$ cat src/rtl/tagged_scatter_sdf.sv
// tagged_scatter_sdf: dispatches tagged tokens to per-flux output FIFOs, round-robin
// within each flux and realigned to port 0 at every frame boundary.
module tagged_scatter_sdf #(
    parameter  int PORTS     = 2,
    parameter  int FLUX      = 2,
    parameter  int WIDTH     = 8,
    parameter  int NUM_OP    = 4,
    localparam int TAG_WIDTH = $clog2(FLUX),
    localparam int PW        = WIDTH - TAG_WIDTH,
    localparam int PTR_W     = $clog2(PORTS),
    localparam int CNT_W     = $clog2(NUM_OP),
    localparam int N         = PORTS * FLUX,
    localparam int TW        = $clog2(N)
) (
    input  logic             ck,
    input  logic             rst,
    input  logic [WIDTH-1:0] in0_data,
    input  logic             in0_empty,
    output logic             in0_read,
    input  logic [N-1:0]     out_full,
    output logic [N-1:0]     out_wr,
    output logic [PW-1:0]    out_data,
    output logic             out_last,
    output logic             err_drop
);
    logic                 valid_q, valid_d, last_q, last_d, err_q, err_d;
    logic [TW-1:0]        tgt_q, tgt_d;
    logic [PW-1:0]        data_q, data_d;
    logic [PTR_W-1:0]     ptr_q [FLUX];
    logic [PTR_W-1:0]     ptr_d [FLUX];
    logic [CNT_W-1:0]     cnt_q [FLUX];
    logic [CNT_W-1:0]     cnt_d [FLUX];
    logic [TAG_WIDTH-1:0] tag;
    logic                 drain, in_range, wrap;

    assign tag      = in0_data[WIDTH-1:PW];
    assign in_range = int'(tag) < FLUX;
    assign wrap     = cnt_q[tag] == CNT_W'(NUM_OP - 1);
    // Write strobe is combinational on out_full so a full FIFO never sees a write
    assign drain    = valid_q & ~out_full[tgt_q];
    assign out_wr   = drain ? N'(1) << tgt_q : '0;
    assign in0_read = rst & ~in0_empty & (~valid_q | drain);
    assign out_data = data_q;
    assign out_last = last_q;
    assign err_drop = err_q;

    always_comb begin
        valid_d = valid_q & ~drain;
        tgt_d   = tgt_q;
        data_d  = data_q;
        last_d  = last_q;
        err_d   = 1'b0;
        ptr_d   = ptr_q;
        cnt_d   = cnt_q;
        if (in0_read && in_range) begin
            valid_d    = 1'b1;
            tgt_d      = TW'(int'(tag) * PORTS + int'(ptr_q[tag]));
            data_d     = in0_data[PW-1:0];
            last_d     = wrap;
            cnt_d[tag] = wrap ? '0 : cnt_q[tag] + 1'b1;
            ptr_d[tag] = (wrap || ptr_q[tag] == PTR_W'(PORTS - 1)) ? '0 : ptr_q[tag] + 1'b1;
        end else if (in0_read) begin
            err_d = 1'b1;
        end
    end

    always_ff @(posedge ck or negedge rst) begin
        if (!rst) begin
            valid_q <= 1'b0;
            tgt_q   <= '0;
            data_q  <= '0;
            last_q  <= 1'b0;
            err_q   <= 1'b0;
            for (int f = 0; f < FLUX; f++) begin
                ptr_q[f] <= '0;
                cnt_q[f] <= '0;
            end
        end else begin
            valid_q <= valid_d;
            tgt_q   <= tgt_d;
            data_q  <= data_d;
            last_q  <= last_d;
            err_q   <= err_d;
            ptr_q   <= ptr_d;
            cnt_q   <= cnt_d;
        end
    end
endmodule
$ cat config.mk
export PLATFORM = sky130hd
export DESIGN_NAME = tagged_scatter_sdf
export DESIGN_NICKNAME = d
export VERILOG_FILES = /design/src/rtl/tagged_scatter_sdf.sv
export SDC_FILE = /design/constraint.sdc
export NUM_CORES = 1
export LEC_CHECK = 0
export CAP_MARGIN = 0
export CORE_ASPECT_RATIO = 1.5
export CORE_MARGIN = 10
export CORE_UTILIZATION = 30
export CTS_CLUSTER_SIZE = 20
export DETAILED_ROUTE_END_ITERATION = 8
export SYNTH_ARGS = -nofsm -noshare
export SYNTH_HDL_FRONTEND = slang
export SYNTH_SLANG_ARGS = --single-unit
$ cat constraint.sdc
create_clock -name ck -period 2 [get_ports ck]
set_input_delay 0.4 -clock ck [delete_from_list [all_inputs] [get_ports ck]]
set_output_delay 0.4 -clock ck [all_outputs]
set_load 0.02 [all_outputs]
After elaboration in Yosys (flattened, before gate mapping)

Cells that the tools add are included.

Register bits: 17
Input port bits: 15
Output and inout bits: 14
Logic and storage cells: 46

Add/subtract/negate cells: 3
Order comparisons: 3
Eq/ne operators: 1
Shift operators: 1
Muxes and demuxes: 18
Bitwise operators: 10
Reduce and logical (&&, ||, !) cells: 2

Operators with widths:

| operator            | number |
|---|---|
| $mux 2              | 5 |
| $mux 1              | 7 |
| $and 1x1->1         | 4 |
| $bwmux 4            | 1 |
| $mux 4              | 1 |
| $not 1->1           | 4 |
| $shl 1x2->4 const A | 1 |
| $lt 2x3->1 const B  | 1 |
| $add 2x1->2         | 1 |
| $add 2x1->2 const B | 1 |
| $bmux 1 s2          | 1 |
| $bwmux 2            | 1 |
| $demux 2 s1         | 1 |
| $eq 2x2->1 const B  | 1 |
| $ge 2x2->1 const B  | 1 |
| $lt 2x1->1 const B  | 1 |
| $not 1->2           | 1 |
| $add 1x1->1 const B | 1 |
| $demux 1 s1         | 1 |
| $logic_and 1x1->1   | 1 |
| $logic_or 1x1->1    | 1 |
| $or 1x1->1          | 1 |

Longest topological paths before layout

Depth after elaboration: 8
Depth in mapped cells: 5
Gate-level depth less buffers: 4

Worst setup path after synthesis

Ideal clock, no wire load.

Path kind: reg2out
Start point: register tgt_q[1]
End point: output in0_read
Arrival: 1.177 ns
Required time: 1.600 ns
Path slack: 0.423 ns
Cell stages (with the launch flop): 6
Path buffers: 2
Cell sequence: dfrtp_1 buf_6 mux2i_4 o221ai_2 buf_6 inv_1

Word-level cells in the longest chain between the ends: 6

Ends and longest elaborated chain:

| element                      | RTL line | source |
|---|---|---|
| start: declaration           | 27       | `logic [TW-1:0] tgt_q, tgt_d;` |
| start signal: assignment     | 80       | `tgt_q <= tgt_d;` |
| $bmux 1 s2                   | 40       | `assign drain = valid_q & ~out_full[tgt_q];` |
| $mux 1 (implied by the code) | 40       |  |
| $not 1->1                    | 40       |  |
| $and 1x1->1                  | 40       |  |
| $or 1x1->1                   | 42       | `assign in0_read = rst & ~in0_empty & (~valid_q \| drain);` |
| $and 1x1->1                  | 42       |  |
| end: declaration             | 19       | `output logic in0_read,` |

Every way passes these cells. The select of a mux whose other input is x is not followed.

Final worst setup path

Start point: register tgt_q[0]
End point: output out_wr[2]

Word-level cells in the longest chain between the ends: 5
Elaborated cells between the ends (all ways): 6
Classes of those cells: shift: 1; mux: 3; bitwise: 2

Ends and longest elaborated chain:

| element                      | RTL line | source |
|---|---|---|
| $bmux 1 s2                   | 40       |  |
| $mux 1 (implied by the code) | 40       |  |
| $not 1->1                    | 40       |  |
| $and 1x1->1                  | 40       |  |
| $mux 4 *                     | 41       | `assign out_wr = drain ? N'(1) << tgt_q : '0;` |
| end: declaration             | 21       | `output logic [N-1:0] out_wr,` |

Mark *: on every way between the ends. The rest lies on a longest branch, timed or not. The select of a mux whose other input is x is not followed.

==> results.sh <==
export IMPL_outcome="completed"
export IMPL_crit_buf_inv=1
export IMPL_ioPinCount=29
export IMPL_power_density_nw_per_um2=1230
export IMPL_antenna_found_initial=0
export IMPL_viasPerCell=4.51
export IMPL_finalSetupTns_ns=0
export IMPL_dp_final_hpwl_mm=1.52
export IMPL_synthesis_nets=78
export IMPL_cp_slowest_stage_delay_ns=0.39
export IMPL_cpMaxStageDelayCell="dfrtp_1"
export IMPL_area_delta_synth_final_pct=42.9
export IMPL_worstPathRequired_ns=1.60
export IMPL_cp_end_kind="output pin"
export IMPL_dp_slack_ns=-0.264
export IMPL_grt_max_degree=20
export IMPL_row_count=24
export IMPL_die_y_um=87.0
export IMPL_ys_warn_count=0
export IMPL_setup_viol=0
export IMPL_timing_final_crit_share_pct=94.6
export IMPL_instances_no_fill=137
export IMPL_cp_top_family="simple AND/OR/NAND/NOR gates"
export IMPL_cp_max_fo=6
export IMPL_syn_area_um2=898
export IMPL_htreeDepth=1
export IMPL_drt_first_pass_iters=2
export IMPL_synth_edf_count=0
export IMPL_synth_area_per_cell_um2=14.5
export IMPL_seq_area_frac_synth_pct=47.4
export IMPL_path_clk_slew_ns=0.06
export IMPL_finalClockSkew_ns=0.00328
export IMPL_arrival_ns=1.49
export IMPL_startpoint_type="flop"
export IMPL_cap_viol_max_count=0
export IMPL_synth_main_ff_cell="dfrtp_1"
export IMPL_rsz0062_at_grt="false"
export IMPL_crit_chain="nand2b_2 > nor3b_1 > dlygate4sd2_1"
export IMPL_core_um2=2880
export IMPL_clock_latency_ns=0.25
export IMPL_hold_start="out_data[6]"
export IMPL_nNetsFinal=115
export IMPL_multi_input_area_um2=439
export IMPL_dp_cells=133
export IMPL_leakagePower_uw=0.000578
export IMPL_grt_usage_pct=7.04
export IMPL_r2r_end="ptr_q[0]"
export IMPL_start_util_pct=31.2
export IMPL_path_class="flop to output pin"
export IMPL_tritoncts="built"
export IMPL_synthArstFlopShare_pct=100
export IMPL_dieArea_um2=5630
export IMPL_io_buffers=27
export IMPL_post_cts_repair_setup_buffers=0
export IMPL_grt_pass1_wl_mm=3.27
export IMPL_synth_seq_cells=17
export IMPL_fillers=292
export IMPL_r2r_start="tgt_q[1]"
export IMPL_detail_route_antenna_nets=0
export IMPL_routedWlPerCell_um=13.9
export IMPL_synth_top_cell_by_area="dfrtp_1"
export IMPL_clock_path_buffers=2
export IMPL_cp_depth=3
export IMPL_cts_root_buf="clkbuf_8"
export IMPL_vdd_drop_max_v=0.000636
export IMPL_ys_top_cells_by_area="dfrtp_1 47%, mux2_4 13%, mux2_1 8.8%"
export IMPL_vias=618
export IMPL_layout_min_cycle_time_ns=1.89
export IMPL_synth_cell_types=21
export IMPL_synth_top_area_share_pct=47.4
export IMPL_r2r_slack_ns=0.41
export IMPL_synth_commonest_cells="17 x dfrtp_1, 8 x mux2_4, 7 x mux2_1"
export IMPL_drcViolationCount=0
export IMPL_synth_most_common_cell="dfrtp_1"
export IMPL_hold_viol_final=0
export IMPL_cts_buffers=3
export IMPL_setup_ws_ns=0.108
export IMPL_fmax_mhz=529
export IMPL_overflow=0
export IMPL_drt_iter0_drc=14
export IMPL_grt_pass1_vias=674
export IMPL_wl_mm=1.91
export IMPL_clkSinkCount=17
export IMPL_hold_path_class="flop to flop"
export IMPL_hold_depth=1
export IMPL_drive_gt1_share_pct=32.7
export IMPL_netlist_instances=62
export IMPL_register_area_um2=427
export IMPL_diodes=0
export IMPL_globalplace_congestion=0.698
export IMPL_r2r_cells=4
export IMPL_drv_slew=0
export IMPL_fp_dieW_um=64.7
export IMPL_holdPathEnd="out_data[6]"
worst register-to-register path: stages, from the launching register on:
cell      delay [ns]
dfrtp_2         0.47
mux2i_4         0.21
buf_4           0.15
o221ai_2        0.27
mux2_1          0.36
final cells by class:
cell class                      count  area share, %
Sequential cell                    17           33.2
Inverter                            1          0.292
Multi-Input combinational cell     41           34.2
Tap cell                           39           3.80
Clock buffer                        4           3.51
Timing Repair Buffer               35           25.0
sequential cells by signal, summed over array words and instances, names as in the netlist:
| register | count |
|---|---|
| tgt_q | 2 |
| cnt_q | 4 |
| valid_q | 1 |
| ptr_q | 2 |
| out_last | 1 |
| out_data | 7 |
stage by stage:
step / cell area [um^2] / hold slack, ns / utilization [%] / total power [uW]
after floorplan: 898 / 0.104 / - / 1070
after global placement: 1250 / 0.467 / 43.3 / 1330
after detailed placement: 1250 / 0.484 / 43.3 / 1350
after CTS: 1290 / 0.499 / 44.7 / 1600
after global routing: 1280 / 0.525 / 44.5 / 1700
final: 1280 / 0.496 / 44.5 / 1580
worst max-delay path by stage:
| stage | slack, ns | end | start |
|---|---|---|---|
| 6_report | 0.11 | out_wr[2] | tgt_q[0] |
| 5_1_grt | 0.009 | out_wr[2] | tgt_q[0] |
| 4_1_cts | 0.007 | in0_read | out_full[3] |
| 3_5_place_dp | -0.26 | in0_read | out_full[2] |
| 3_3_place_gp | -0.25 | in0_read | out_full[1] |
| 2_1_floorplan | 0.42 | in0_read | tgt_q[1] |
metal layers:
metal	wire length [um]	part of all wire, %	GRT usage (%)	vias to the layer above
met3	119	6.2	2.96	0
met2	971	51	11.6	17
met4	0	0	1.76	0
met1	818	43	8.18	308
li1	-	-	-	293
met5	0	0	0	-
power by group:
| part | internal [uW] | switching, uW | total [uW] | leakage (uW) |
|---|---|---|---|---|
| sequential | 497 | 103 | 599 | 0.000202 |
| clock | 141 | 108 | 249 | 0.0000228 |
| combinational | 417 | 315 | 731 | 0.000354 |
| total | 1050 | 526 | 1580 | 0.000578 |
kinds of logic (layout without fill, tap and decap cells):
group	Yosys count	in the layout	share of synthesized area, %
buffers and inverters	4	40	3.76
muxes	20	20	30.9
AOI/OAI and AO/OA	5	5	6.82
and+or+nand+nor	14	14	9.33
DFF	17	17	47.4
other	1	1	0.417
adders and majority gates	1	1	1.39
layout by cell type, fill, tap and decap left out:
cell type and instances:
clkdlybuf4s50_1 22, dfrtp_1 16, mux2_4 8, buf_4 8, mux2_1 7, nor2_1 4
dlygate4sd2_1 4, mux2_2 3, o221ai_2 3, nor3b_1 3, clkbuf_8 3, mux2i_4 2
nor3_1 2, nand2_1 1, nand2b_2 1, and2b_2 1, inv_1 1, o22ai_1 1
or2_2 1, and3b_1 1, a21bo_1 1, ha_1 1, conb_1 1, clkbuf_1 1
clkbuf_2 1, dfrtp_2 1
what timing repair did:
action,CTS,global route
hold buffers,0,0
gates resized for setup,7,1
setup endpoints to repair,5,1
No activity file was read; power rests on OpenSTA's default activity.
